File: config.mk
export PLATFORM = sky130hd
export DESIGN_NAME = prog_loader
export DESIGN_NICKNAME = d
export VERILOG_FILES = /design/src/rtl/prog_loader_pkg.sv /design/src/rtl/prog_loader_release.sv /design/src/rtl/prog_loader.sv
export SDC_FILE = /design/constraint.sdc
export NUM_CORES = 1
export LEC_CHECK = 0
export CAP_MARGIN = 40
export CORE_MARGIN = 2
export CORE_UTILIZATION = 50
export DETAILED_ROUTE_END_ITERATION = 10
export PLACE_DENSITY = 0.81
export SYNTH_ARGS = -nofsm -noshare
export SYNTH_HDL_FRONTEND = slang
export SYNTH_SLANG_ARGS = --single-unit
File: constraint.sdc
create_clock -name clk -period 3.2 [get_ports clk]
set_input_delay 0.48 -clock clk [delete_from_list [all_inputs] [get_ports clk]]
set_output_delay 0.48 -clock clk [all_outputs]
set_load 0.02 [all_outputs]
File: src/rtl/prog_loader_pkg.sv
// prog_loader shared types: FSM state enum, output bundle, width defaults.
// PROG_LOADER_CHECKSUM_EN adds the CHECK state.
package prog_loader_pkg;

    localparam int ADDR_W_DEF = 8;
    localparam int DATA_W_DEF = 8;

    typedef enum logic [2:0] {
        S_IDLE    = 3'd0,
        S_LOAD    = 3'd1,
`ifdef PROG_LOADER_CHECKSUM_EN
        S_CHECK   = 3'd2,
`endif
        S_RELEASE = 3'd3,
        S_RUN     = 3'd4,
        S_ERROR   = 3'd5
    } state_t;

    typedef struct packed {
        logic byte_ready;
        logic cpu_reset;
        logic cpu_run;
        logic busy;
        logic done;
        logic error;
    } ctrl_t;

    function automatic ctrl_t decode(state_t s);
        ctrl_t c;
        c = '0;
        case (s)
            S_IDLE: c.cpu_reset = 1'b1;
            S_LOAD: begin
                c.byte_ready = 1'b1;
                c.cpu_reset  = 1'b1;
                c.busy       = 1'b1;
            end
`ifdef PROG_LOADER_CHECKSUM_EN
            S_CHECK: begin
                c.byte_ready = 1'b1;
                c.cpu_reset  = 1'b1;
                c.busy       = 1'b1;
            end
`endif
            S_RELEASE: begin
                c.cpu_reset = 1'b1;
                c.busy      = 1'b1;
            end
            S_RUN: begin
                c.cpu_run = 1'b1;
                c.done    = 1'b1;
            end
            S_ERROR: begin
                c.cpu_reset = 1'b1;
                c.error     = 1'b1;
            end
            default: c.cpu_reset = 1'b1;
        endcase
        return c;
    endfunction

endpackage

File: src/rtl/prog_loader_release.sv
// release_timer: loadable down-counter holding the CPU in reset.
// zero flags the final cycle of the release window.
module release_timer #(
    parameter int CYCLES = 4
) (
    input  logic clk,
    input  logic reset,
    input  logic load,
    input  logic en,
    output logic zero
);

    localparam int W = (CYCLES > 1) ? $clog2(CYCLES) : 1;

    logic [W-1:0] cnt;

    // Load CYCLES-1 on entry so the window spans exactly CYCLES cycles
    always_ff @(posedge clk) begin
        if (reset)
            cnt <= '0;
        else if (load)
            cnt <= W'(CYCLES - 1);
        else if (en && cnt != '0)
            cnt <= cnt - 1'b1;
    end

    assign zero = (cnt == '0);

endmodule

File: src/rtl/prog_loader.sv
// prog_loader: streams program bytes into imem, then releases the CPU.
// PROG_LOADER_CHECKSUM_EN enables a trailing checksum byte check.
module prog_loader
    import prog_loader_pkg::*;
#(
    parameter int ADDR_W       = ADDR_W_DEF,
    parameter int DATA_W       = DATA_W_DEF,
    parameter int MAX_LEN      = 256,
    parameter int RESET_CYCLES = 4
) (
    input  logic              clk,
    input  logic              reset,
    input  logic              start,
    input  logic              stop,
    input  logic              byte_valid,
    input  logic [DATA_W-1:0] byte_data,
    input  logic              byte_last,
    output logic              byte_ready,
    output logic              imem_write,
    output logic [ADDR_W-1:0] imem_addr,
    output logic [DATA_W-1:0] imem_data,
    output logic              cpu_reset,
    output logic              cpu_run,
    output logic              busy,
    output logic              done,
    output logic              error,
    output logic [ADDR_W:0]   count
);

    state_t            state;
    state_t            nx;
    ctrl_t             ctrl;
    logic [ADDR_W-1:0] ptr;
    logic              acc;
    logic              tmr_zero;
    logic              restart;
`ifdef PROG_LOADER_CHECKSUM_EN
    logic [7:0]        sum;
    logic [7:0]        chk;
`endif

    assign acc = byte_valid & byte_ready;

    // start restarts from anywhere except while bytes are flowing
    assign restart = start && state != S_LOAD
`ifdef PROG_LOADER_CHECKSUM_EN
                     && state != S_CHECK
`endif
                     ;

`ifdef PROG_LOADER_CHECKSUM_EN
    assign chk = sum + 8'(byte_data);
`endif

    // Next-state selection
    always_comb begin
        nx = state;
        if (restart) begin
            nx = S_LOAD;
        end else begin
            case (state)
                S_LOAD: begin
                    if (acc && (byte_last ||
                        ptr == ADDR_W'(MAX_LEN - 1)))
`ifdef PROG_LOADER_CHECKSUM_EN
                        nx = S_CHECK;
`else
                        nx = S_RELEASE;
`endif
                end
`ifdef PROG_LOADER_CHECKSUM_EN
                S_CHECK:
                    if (acc)
                        nx = (chk == 8'h00) ? S_RELEASE : S_ERROR;
`endif
                S_RELEASE:
                    if (tmr_zero)
                        nx = S_RUN;
                S_RUN:
                    if (stop)
                        nx = S_IDLE;
                default: nx = state;
            endcase
        end
    end

    // State register with outputs registered from the next state
    always_ff @(posedge clk) begin
        if (reset) begin
            state <= S_IDLE;
            ctrl  <= decode(S_IDLE);
        end else begin
            state <= nx;
            ctrl  <= decode(nx);
        end
    end

    // Write pointer, byte count and registered imem write port
    always_ff @(posedge clk) begin
        if (reset) begin
            ptr        <= '0;
            count      <= '0;
            imem_write <= 1'b0;
            imem_addr  <= '0;
            imem_data  <= '0;
        end else begin
            imem_write <= 1'b0;
            if (restart) begin
                ptr   <= '0;
                count <= '0;
            end else if (acc && state == S_LOAD) begin
                imem_write <= 1'b1;
                imem_addr  <= ptr;
                imem_data  <= byte_data;
                ptr        <= ptr + 1'b1;
                count      <= count + 1'b1;
            end
        end
    end

`ifdef PROG_LOADER_CHECKSUM_EN
    // Running sum of data bytes, compared against the checksum byte
    always_ff @(posedge clk) begin
        if (reset || restart)
            sum <= '0;
        else if (acc && state == S_LOAD)
            sum <= chk;
    end
`endif

    release_timer #(
        .CYCLES (RESET_CYCLES)
    ) u_timer (
        .clk   (clk),
        .reset (reset),
        .load  (nx == S_RELEASE && state != S_RELEASE),
        .en    (state == S_RELEASE),
        .zero  (tmr_zero)
    );

    assign byte_ready = ctrl.byte_ready;
    assign cpu_reset  = ctrl.cpu_reset;
    assign cpu_run    = ctrl.cpu_run;
    assign busy       = ctrl.busy;
    assign done       = ctrl.done;
    assign error      = ctrl.error;

endmodule

==> impl_metrics.toml, run 1 <==
[run_status]
status = "complete, no violations"

[cts]
tritoncts = "built"
tritoncts_num_sinks = 44
clock_path_buffers = 2
cts-htree-levels = 2
post_cts_resize_count = 0
worst_skew_pair.late_latency_ns = 0.35
register_clock_pin_slew_on_the_reported_worst_setup_and_hold_paths_ns = 0.12
cts.root.buffer_cell = "clkbuf_4"
hold_buffers = 0
post_cts.repair.setup_buffers = 0
numCtsBuffers = 5

[setup_path]
crit-reg2reg-launch = "state[0]$_SDFF_PP0_"
path_max_fanout = 6
crit_chain = "clkdlybuf4s50_1"
timing.critical_path.required_ns = 2.72
cp.arrival_ns = 1.46
critPathCaptureType = "output port"
startpoint_type = "register"
criticalPathCategory = "register to output port"
worstReg2RegEnd = "ptr[0]$_SDFFE_PP0P_"
worstRegToRegCells = 5
worstPathBufferInverterCount = 1
critPathMaxStageDelay_ns = 0.65
r2r_slack_ns = 1.46
cpLargestDelayFamily = "buffers and inverters"
critical_path.slowest_cell = "clkdlybuf4s50_1"

[timing]
timing.final.crit_share_pct = 60.7
worst_clock_skew_ns = 0.00882
rsz0062_at_grt = "no"
timing.final.max_slew_violations = 0
worst_slack_ns = 1.26
worst_slew_margin_rel_pct = 57.4
holdWs_ns = 0.459
final-setup-viol-count = 0
finalHoldViolations = 0
fmax_mhz = 515
min_period_ns = 1.94
setup_tns_ns = 0
max_slew.worst_pin.slew_ns = 0.637

[routing]
drt_first_pass_iters = 4
num_vias = 1554
drc_errors = 0
wirelength_microns = 3560
wire_per_inst_microns = 11.7
initialDrtViolationCount = 94
detail_route.vias_per_cell = 5.10
drtAntennaViolNets = 0

[power_and_ir_drop]
vdd.ir_drop.worst_uv = 304
total_power_mw = 0.932
total_power_divided_by_cell_area_mw_per_mm2 = 396
p_leak_nw = 0.762

[die]
ports_placed_on_the_boundary = 46
core-area_sq_mm = 0.00342
die_x_extent_microns = 64.5
floorplan.rows = 21
start_util_pct = 53.7
die-area_sq_mm = 0.00417
die_h_microns = 64.5

[global_routing]
number_of_global_route_vias_before_repair = 1430
grt.overflow.total = 0
grt_first_pass_wirelength_microns = 6220
groute.usage.overall_pct = 19.3
antenna_found_initial = 0
pin_count_of_the_biggest_net_entering_global_routing = 24

[worst_hold_path]
hold_depth = 2
hold_path.class = "register to register"
hold_path.startpoint = "imem_data[0]$_SDFFE_PP0P_"
timing.hold.worst_endpoint = "imem_data[0]$_SDFFE_PP0P_"

[placed_design]
detailedPlacementHpwl_microns = 2540
global_placer_s_final_weighted_congestion = 0.760
io_buffers = 45
pre_cts_slack_ns = 1.14
post-place-cells = 297

[yosys]
yosysTopAreaCellShare_pct = 48.1
average_cell_area_after_synthesis_sq_um = 8.57
post_synth_main_area_contributors = "dfxtp_1, nand2_1, a21oi_1"
synth-seq-area-share_pct = 48.1
synth_top_area_cell = "dfxtp_1"
synth_cell_types = 40
synth_enable_flop_cells = 0
asyncSetResetFlopFracSynth_pct = 0
ys.warnings.count = 0
synthesis.nets = 231
yosys_register_bits = 44
cells_after_synthesis = 214
synth_flop_cell = "dfxtp_1"
synth_area_sq_mm = 0.00183

[layout]
syn2layout_area_growth_pct = 28.5
final_common_cell = "clkdlybuf4s50_1"
antenna_cells = 0
final_cell_count_no_fill = 305
drive_gt1_share_pct = 6.56
nets = 275
mostFrequentLayoutCells = "clkdlybuf4s50_1, nand2_1, dfxtp_1"

[flow_run]
drv.max_cap_violation_count = 0
[routing by layer]
| metal | global-route usage, % | up-vias | routed length, microns |
|---|---|---|---|
| li1 | - | 806 | - |
| met1 | 22.5 | 709 | 1620 |
| met2 | 33.1 | 33 | 1710 |
| met3 | 6.42 | 6 | 171 |
| met4 | 7.18 | 0 | 57 |
| met5 | 0 | - | 0 |
[cell families (layout without fill, tap and decap cells)]
logic type	after synthesis	count (layout)	synth area share, %
compound gates	41	41	13.0
flops	44	44	48.1
xor+xnor	14	14	6.69
buf+inv	16	61	4.85
fa+ha+maj	3	3	2.05
simple gates	96	96	25.4
[per-stage QoR]
| step | instance area, sq um | utilization [%] |
|---|---|---|
| after floorplan | 1830 | - |
| after global routing | 2360 | 69.0 |
| after CTS | 2360 | 69.0 |
| after detailed placement | 2290 | 67.1 |
| final | 2360 | 69.0 |
| after global placement | 2290 | 67.1 |
[state kept, by name (all words and copies together), names as in the netlist]
signal and cells:
imem_write 1, done 1, cpu_reset 1, imem_addr 8
state 3, imem_data 8, u_timer.cnt 2, byte_ready 1
error 1, ptr 8, count 9, busy 1
[layout make-up]
class | instances | area (sq um)
clock buffers | 7 | 55.1
clock inverters | 1 | 7.51
fillers | 297 | 1060
inverters | 5 | 18.8
multi-input cells | 154 | 863
flip-flops and latches | 44 | 881
well taps | 46 | 57.6
repair buffers | 48 | 473
[synthesized netlist by cell type, types with 3 or more instances]
library cell / count
nand3_1: 9
inv_1: 5
o21ai_0: 4
ha_1: 3
nor4_1: 3
nand4_1: 3
buf_4: 3
nand2_1: 44
xnor2_1: 12
nor2_1: 16
clkbuf_1: 3
nand2b_1: 3
a21oi_1: 26
dfxtp_1: 44
nor3_1: 5
[worst max path at each step]
stage,depth (start not counted),start,slack [ns],to
after floorplan,6,state[2]$_SDFF_PP0_,1.60,ptr[5]$_SDFFE_PP0P_
after global placement,6,byte_valid,1.19,count[0]$_SDFFE_PP0P_
after detailed placement,6,byte_valid,1.14,ptr[0]$_SDFFE_PP0P_
after CTS,1,count[3]$_SDFFE_PP0P_,1.26,count[3]
after global routing,1,count[3]$_SDFFE_PP0P_,1.19,count[3]
final,1,count[3]$_SDFFE_PP0P_,1.26,count[3]
[power by group]
group,switching [mW],internal [mW]
Sequential,0.00732,0.555
Combinational,0.0469,0.0417
Clock,0.173,0.108
(Power assumes the default switching activity.)
==> inputs of run 2 (changes only) <==
--- a/config.mk
+++ b/config.mk
@@ -7,9 +7,9 @@
 export LEC_CHECK = 0
 export CAP_MARGIN = 40
 export CORE_MARGIN = 2
-export CORE_UTILIZATION = 50
+export CORE_UTILIZATION = 43
 export DETAILED_ROUTE_END_ITERATION = 10
-export PLACE_DENSITY = 0.81
+export PLACE_DENSITY = 0.74
 export SYNTH_ARGS = -nofsm -noshare
 export SYNTH_HDL_FRONTEND = slang
 export SYNTH_SLANG_ARGS = --single-unit
==> constraint.sdc (replaced) <==
create_clock -name clk -period 1.6 [get_ports clk]
set_input_delay 0.24 -clock clk [delete_from_list [all_inputs] [get_ports clk]]
set_output_delay 0.24 -clock clk [all_outputs]
set_load 0.02 [all_outputs]
==> impl_metrics.toml, run 2 (synthesized netlist as in run 1, its figures left out) <==
[die]
die-area_sq_mm = 0.00480
ports_placed_on_the_boundary = 46
start_util_pct = 45.2
core-area_sq_mm = 0.00406
floorplan.rows = 23
die_h_microns = 69.3
die_x_extent_microns = 69.3

[routing]
drtAntennaViolNets = 0
drt_first_pass_iters = 4
wire_per_inst_microns = 13.2
initialDrtViolationCount = 49
drc_errors = 0
num_vias = 1678
detail_route.vias_per_cell = 5.10
wirelength_microns = 4360

[setup_path]
critPathCaptureType = "register"
startpoint_type = "register"
timing.critical_path.required_ns = 1.83
path_max_fanout = 8
cp.arrival_ns = 1.88
criticalPathCategory = "register to register"

[placed_design]
placed_cell_area_sq_mm = 0.00245
pre_cts_slack_ns = -0.144
detailedPlacementHpwl_microns = 2870
io_buffers = 45
global_placer_s_final_weighted_congestion = 0.735

[timing]
max_slew.worst_pin.slew_ns = 0.360
finalHoldViolations = 0
worst_slack_ns = -0.0467
timing.final.crit_share_pct = 103
fmax_mhz = 607
timing.final.max_slew_violations = 0
min_period_ns = 1.65
worst_slew_margin_rel_pct = 75.7
rsz0062_at_grt = "yes"
final-setup-viol-count = 1
holdWs_ns = 0.454
worst_clock_skew_ns = 0.00695

[global_routing]
antenna_found_initial = 0
grt.overflow.total = 0
pin_count_of_the_biggest_net_entering_global_routing = 20
number_of_global_route_vias_before_repair = 1588
groute.usage.overall_pct = 18.1
grt_first_pass_wirelength_microns = 7020

[layout]
syn2layout_area_growth_pct = 46.8
final_common_cell = "nand2_1"
mostFrequentLayoutCells = "nand2_1, dfxtp_1, clkdlybuf4s50_1"
drive_gt1_share_pct = 17.2
registers.top_by_ff_count = "count"
number_of_fill_cells = 348
share_of_the_core_filled_with_cells_in_the_final_layout_pct = 66.3
largest_register_ffs = 9
antenna_cells = 0
layout.cell_area.non_filler_sq_mm = 0.00269
nets = 295

[cts]
tritoncts_num_sinks = 44
cts.root.buffer_cell = "clkbuf_8"
clock_path_buffers = 2
register_clock_pin_slew_on_the_reported_worst_setup_and_hold_paths_ns = 0.08
cts-htree-levels = 2
worst_skew_pair.late_latency_ns = 0.30
numCtsBuffers = 5
tritoncts = "built"

[worst_hold_path]
hold_path.class = "register to register"

[power_and_ir_drop]
total_power_divided_by_cell_area_mw_per_mm2 = 846
p_leak_nw = 0.997
vdd.ir_drop.worst_uv = 494

[run_status]
violations_in_the_final_reports = "negative setup slack"
status = "complete, but fails checks"

[flow_run]
drv.max_cap_violation_count = 0
## run 2: through the flow
step / power [mW] / TNS [ns] / instances
4_1_cts: 2.26 / -0.00312 / 324
3_5_place_dp: 1.37 / -0.304 / 316
2_1_floorplan: 1.26 / -0.00442 / 214
3_3_place_gp: 1.36 / -0.199 / 316
5_1_grt: 2.35 / -0.102 / 329
6_report: 2.27 / -0.0467 / 329
## run 2: worst max-delay path, cell delays in order (launching register included)
cell and delay [ns]:
dfxtp_2 0.34, buf_6 0.13, nor3b_4 0.22, nand4_1 0.18, or4_4 0.57, a21oi_2 0.14
## run 2: path summary, 6_finish.rpt
path | slack, ns | start | depth (start not counted) | to
max | -0.05 | state[2]$_SDFF_PP0_ | 5 | count[8]$_SDFFE_PP0P_
min | 0.45 | imem_addr[3]$_SDFFE_PP0P_ | 2 | imem_addr[3]$_SDFFE_PP0P_
max reg2reg | -0.05 | state[2]$_SDFF_PP0_ | 5 | count[8]$_SDFFE_PP0P_
min reg2reg | 0.45 | imem_addr[3]$_SDFFE_PP0P_ | 2 | imem_addr[3]$_SDFFE_PP0P_
## run 2: per-layer routing
layer | track usage [%] | up-vias | part of all wire (%)
li1 | - | 845 | -
met1 | 21.1 | 783 | 43
met2 | 31.5 | 42 | 50
met3 | 4.22 | 8 | 4.3
met4 | 7.84 | 0 | 2.1
met5 | 0 | - | 0
## run 2: cell type report
type                       count  area, sq um  share of cell area (%)
multi-input combinational    154          938                    34.9
sequential                    44          885                    32.9
timing repair buffer          68          664                    24.7
clock buffer                   6         82.6                    3.07
tap                           50         62.6                    2.33
clock inverter                 2         38.8                    1.44
inverter                       5         18.8                   0.698
## run 2: where the power goes
| part | total, mW | leakage, nW | switching, mW | internal, mW |
|---|---|---|---|---|
| combinational | 0.253 | 0.579 | 0.125 | 0.128 |
| clock | 0.902 | 0.0614 | 0.391 | 0.510 |
| sequential | 1.12 | 0.357 | 0.00946 | 1.11 |
| total | 2.27 | 0.997 | 0.526 | 1.75 |
## run 2: what timing repair did
action	4_1_cts	5_1_grt
resized for setup	12	11
hold buffers	0	0
cloned	0	0
pin swaps	0	7
setup endpoints to repair	8	11
buffers inserted	0	5
==> inputs of run 3 (changes only) <==
--- a/config.mk
+++ b/config.mk
@@ -6,9 +6,9 @@
 export NUM_CORES = 1
 export LEC_CHECK = 0
 export CAP_MARGIN = 40
-export CORE_MARGIN = 2
 export CORE_UTILIZATION = 43
 export DETAILED_ROUTE_END_ITERATION = 10
+export GPL_TIMING_DRIVEN = 0
 export PLACE_DENSITY = 0.74
 export SYNTH_ARGS = -nofsm -noshare
 export SYNTH_HDL_FRONTEND = slang
==> impl_metrics.toml, run 3 (synthesized netlist as in run 1, its figures left out) <==
[layout]
largest_register_ffs = 9
number_of_fill_cells = 320
drive_gt1_share_pct = 15.8
antenna_cells = 0
final_cell_count_no_fill = 322
final_common_cell = "nand2_1"
sequential_cell_area_sq_um = 893
multi_input_comb_area_sq_um = 978
nets = 288
registers.top_by_ff_count = "count"
syn2layout_area_growth_pct = 44.8
mostFrequentLayoutCells = "nand2_1, dfxtp_1, clkdlybuf4s50_1"

[setup_path]
worstRegToRegCells = 5
startpoint_type = "register"
crit_chain = "or3b_4, bufbuf_16, nor3_4, xnor2_1, nor2_1"
worstPathBufferInverterCount = 1
worstReg2RegEnd = "ptr[3]$_SDFFE_PP0P_"
r2r_slack_ns = -0.02
path_max_fanout = 6
timing.critical_path.required_ns = 1.78
cp.arrival_ns = 1.80
critical_path.slowest_cell = "or3b_4"
crit-reg2reg-launch = "state[1]$_SDFF_PP0_"
critPathMaxStageDelay_ns = 0.46
cpLargestDelayFamily = "simple AND/OR/NAND/NOR gates"
critPathCaptureType = "register"
criticalPathCategory = "register to register"

[routing]
num_vias = 1616
wirelength_microns = 4120
drtAntennaViolNets = 0
detail_route.vias_per_cell = 5.02
initialDrtViolationCount = 91
wire_per_inst_microns = 12.8
drt_first_pass_iters = 4
drc_errors = 0

[timing]
timing.final.crit_share_pct = 101
holdWs_ns = 0.457
setup_tns_ns = -0.0401
worst_clock_skew_ns = 0.00617
timing.final.max_slew_violations = 0
final-setup-viol-count = 3
max_slew.worst_pin.slew_ns = 0.491
worst_slew_margin_rel_pct = 67.2
min_period_ns = 1.62
rsz0062_at_grt = "yes"
worst_slack_ns = -0.0203
fmax_mhz = 617
finalHoldViolations = 0

[run_status]
status = "complete, but fails checks"
violations_in_the_final_reports = "negative setup slack"

[die]
start_util_pct = 45.2
floorplan.rows = 23
die-area_sq_mm = 0.00453
core-area_sq_mm = 0.00406
die_h_microns = 67.3
die_x_extent_microns = 67.3
ports_placed_on_the_boundary = 46

[cts]
cts-htree-levels = 2
tritoncts = "built"
worst_skew_pair.late_latency_ns = 0.29
register_clock_pin_slew_on_the_reported_worst_setup_and_hold_paths_ns = 0.08
numCtsBuffers = 5
clock_path_buffers = 2
hold_buffers = 0
tritoncts_num_sinks = 44
cts.root.buffer_cell = "clkbuf_8"

[placed_design]
post-place-cells = 309
detailedPlacementHpwl_microns = 2700
pre_cts_slack_ns = -0.314
global_placer_s_final_weighted_congestion = 0.755
io_buffers = 45

[worst_hold_path]
timing.hold.worst_endpoint = "imem_data[7]$_SDFFE_PP0P_"
hold_depth = 2
hold_path.class = "register to register"
hold_path.startpoint = "imem_data[7]$_SDFFE_PP0P_"

[flow_run]
drv.max_cap_violation_count = 0

[global_routing]
pin_count_of_the_biggest_net_entering_global_routing = 14
groute.usage.overall_pct = 19.7
antenna_found_initial = 0
grt.overflow.total = 0
grt_first_pass_wirelength_microns = 6600
number_of_global_route_vias_before_repair = 1437

[power_and_ir_drop]
total_power_divided_by_cell_area_mw_per_mm2 = 788
total_power_mw = 2.09
vdd.ir_drop.worst_uv = 498
p_leak_nw = 1.02
==> run 3: layout make-up <==
cell class              instances  share of cell area (%)
well taps                      50                    2.36
inverters                       5                   0.707
plain buffers                   7                    2.07
clock inverters                 2                   0.377
flip-flops and latches         44                    33.7
clock buffers                   6                    3.11
multi-input cells             154                    36.9
repair buffers                 54                    20.8
==> run 3: power breakdown <==
part	internal [mW]	switching [mW]	leakage (nW)
clock network	0.345	0.367	0.0510
registers	1.11	0.0133	0.358
logic	0.130	0.128	0.610
==> run 3: worst max path at each step <==
stage                                   start                   endpoint  cells after the start
final                     state[1]$_SDFF_PP0_        ptr[3]$_SDFFE_PP0P_                      5
after global routing      state[1]$_SDFF_PP0_        ptr[3]$_SDFFE_PP0P_                      5
after CTS                 state[1]$_SDFF_PP0_        ptr[4]$_SDFFE_PP0P_                      5
after detailed placement           byte_valid  imem_addr[3]$_SDFFE_PP0P_                      6
after global placement             byte_valid  imem_addr[4]$_SDFFE_PP0P_                      6
after floorplan           state[2]$_SDFF_PP0_        ptr[5]$_SDFFE_PP0P_                      6
==> run 3: layer usage <==
layer  track usage [%]  up-vias  routed length (microns)
met5                 0        -                        0
li1                  -      835                        -
met3              4.22        6                      194
met1              25.9      730                     1920
met4              8.78        0                       63
met2              30.8       45                     1950
==> run 3: worst reg2reg max path, delay by kind of cell, from the launching register on <==
kind | cells | cell delay, ns
flip-flops | 1 | 0.37
buffers and inverters | 1 | 0.30
AND/OR/NAND/NOR | 3 | 0.70
XOR/XNOR | 1 | 0.13
==> run 3: timing repair <==
item,CTS,global route
resized for setup,22,15
hold endpoints to repair,0,0
pin swaps,6,10
gates cloned,1,0
setup endpoints to repair,39,38
buffers inserted,4,4
==> run 3: per-stage QoR <==
stage	cell area, sq um	util [%]
floorplan	1830	-
global placement	2350	57.8
detailed placement	2350	57.8
CTS	2560	63.2
global route	2650	65.4
finish	2650	65.4
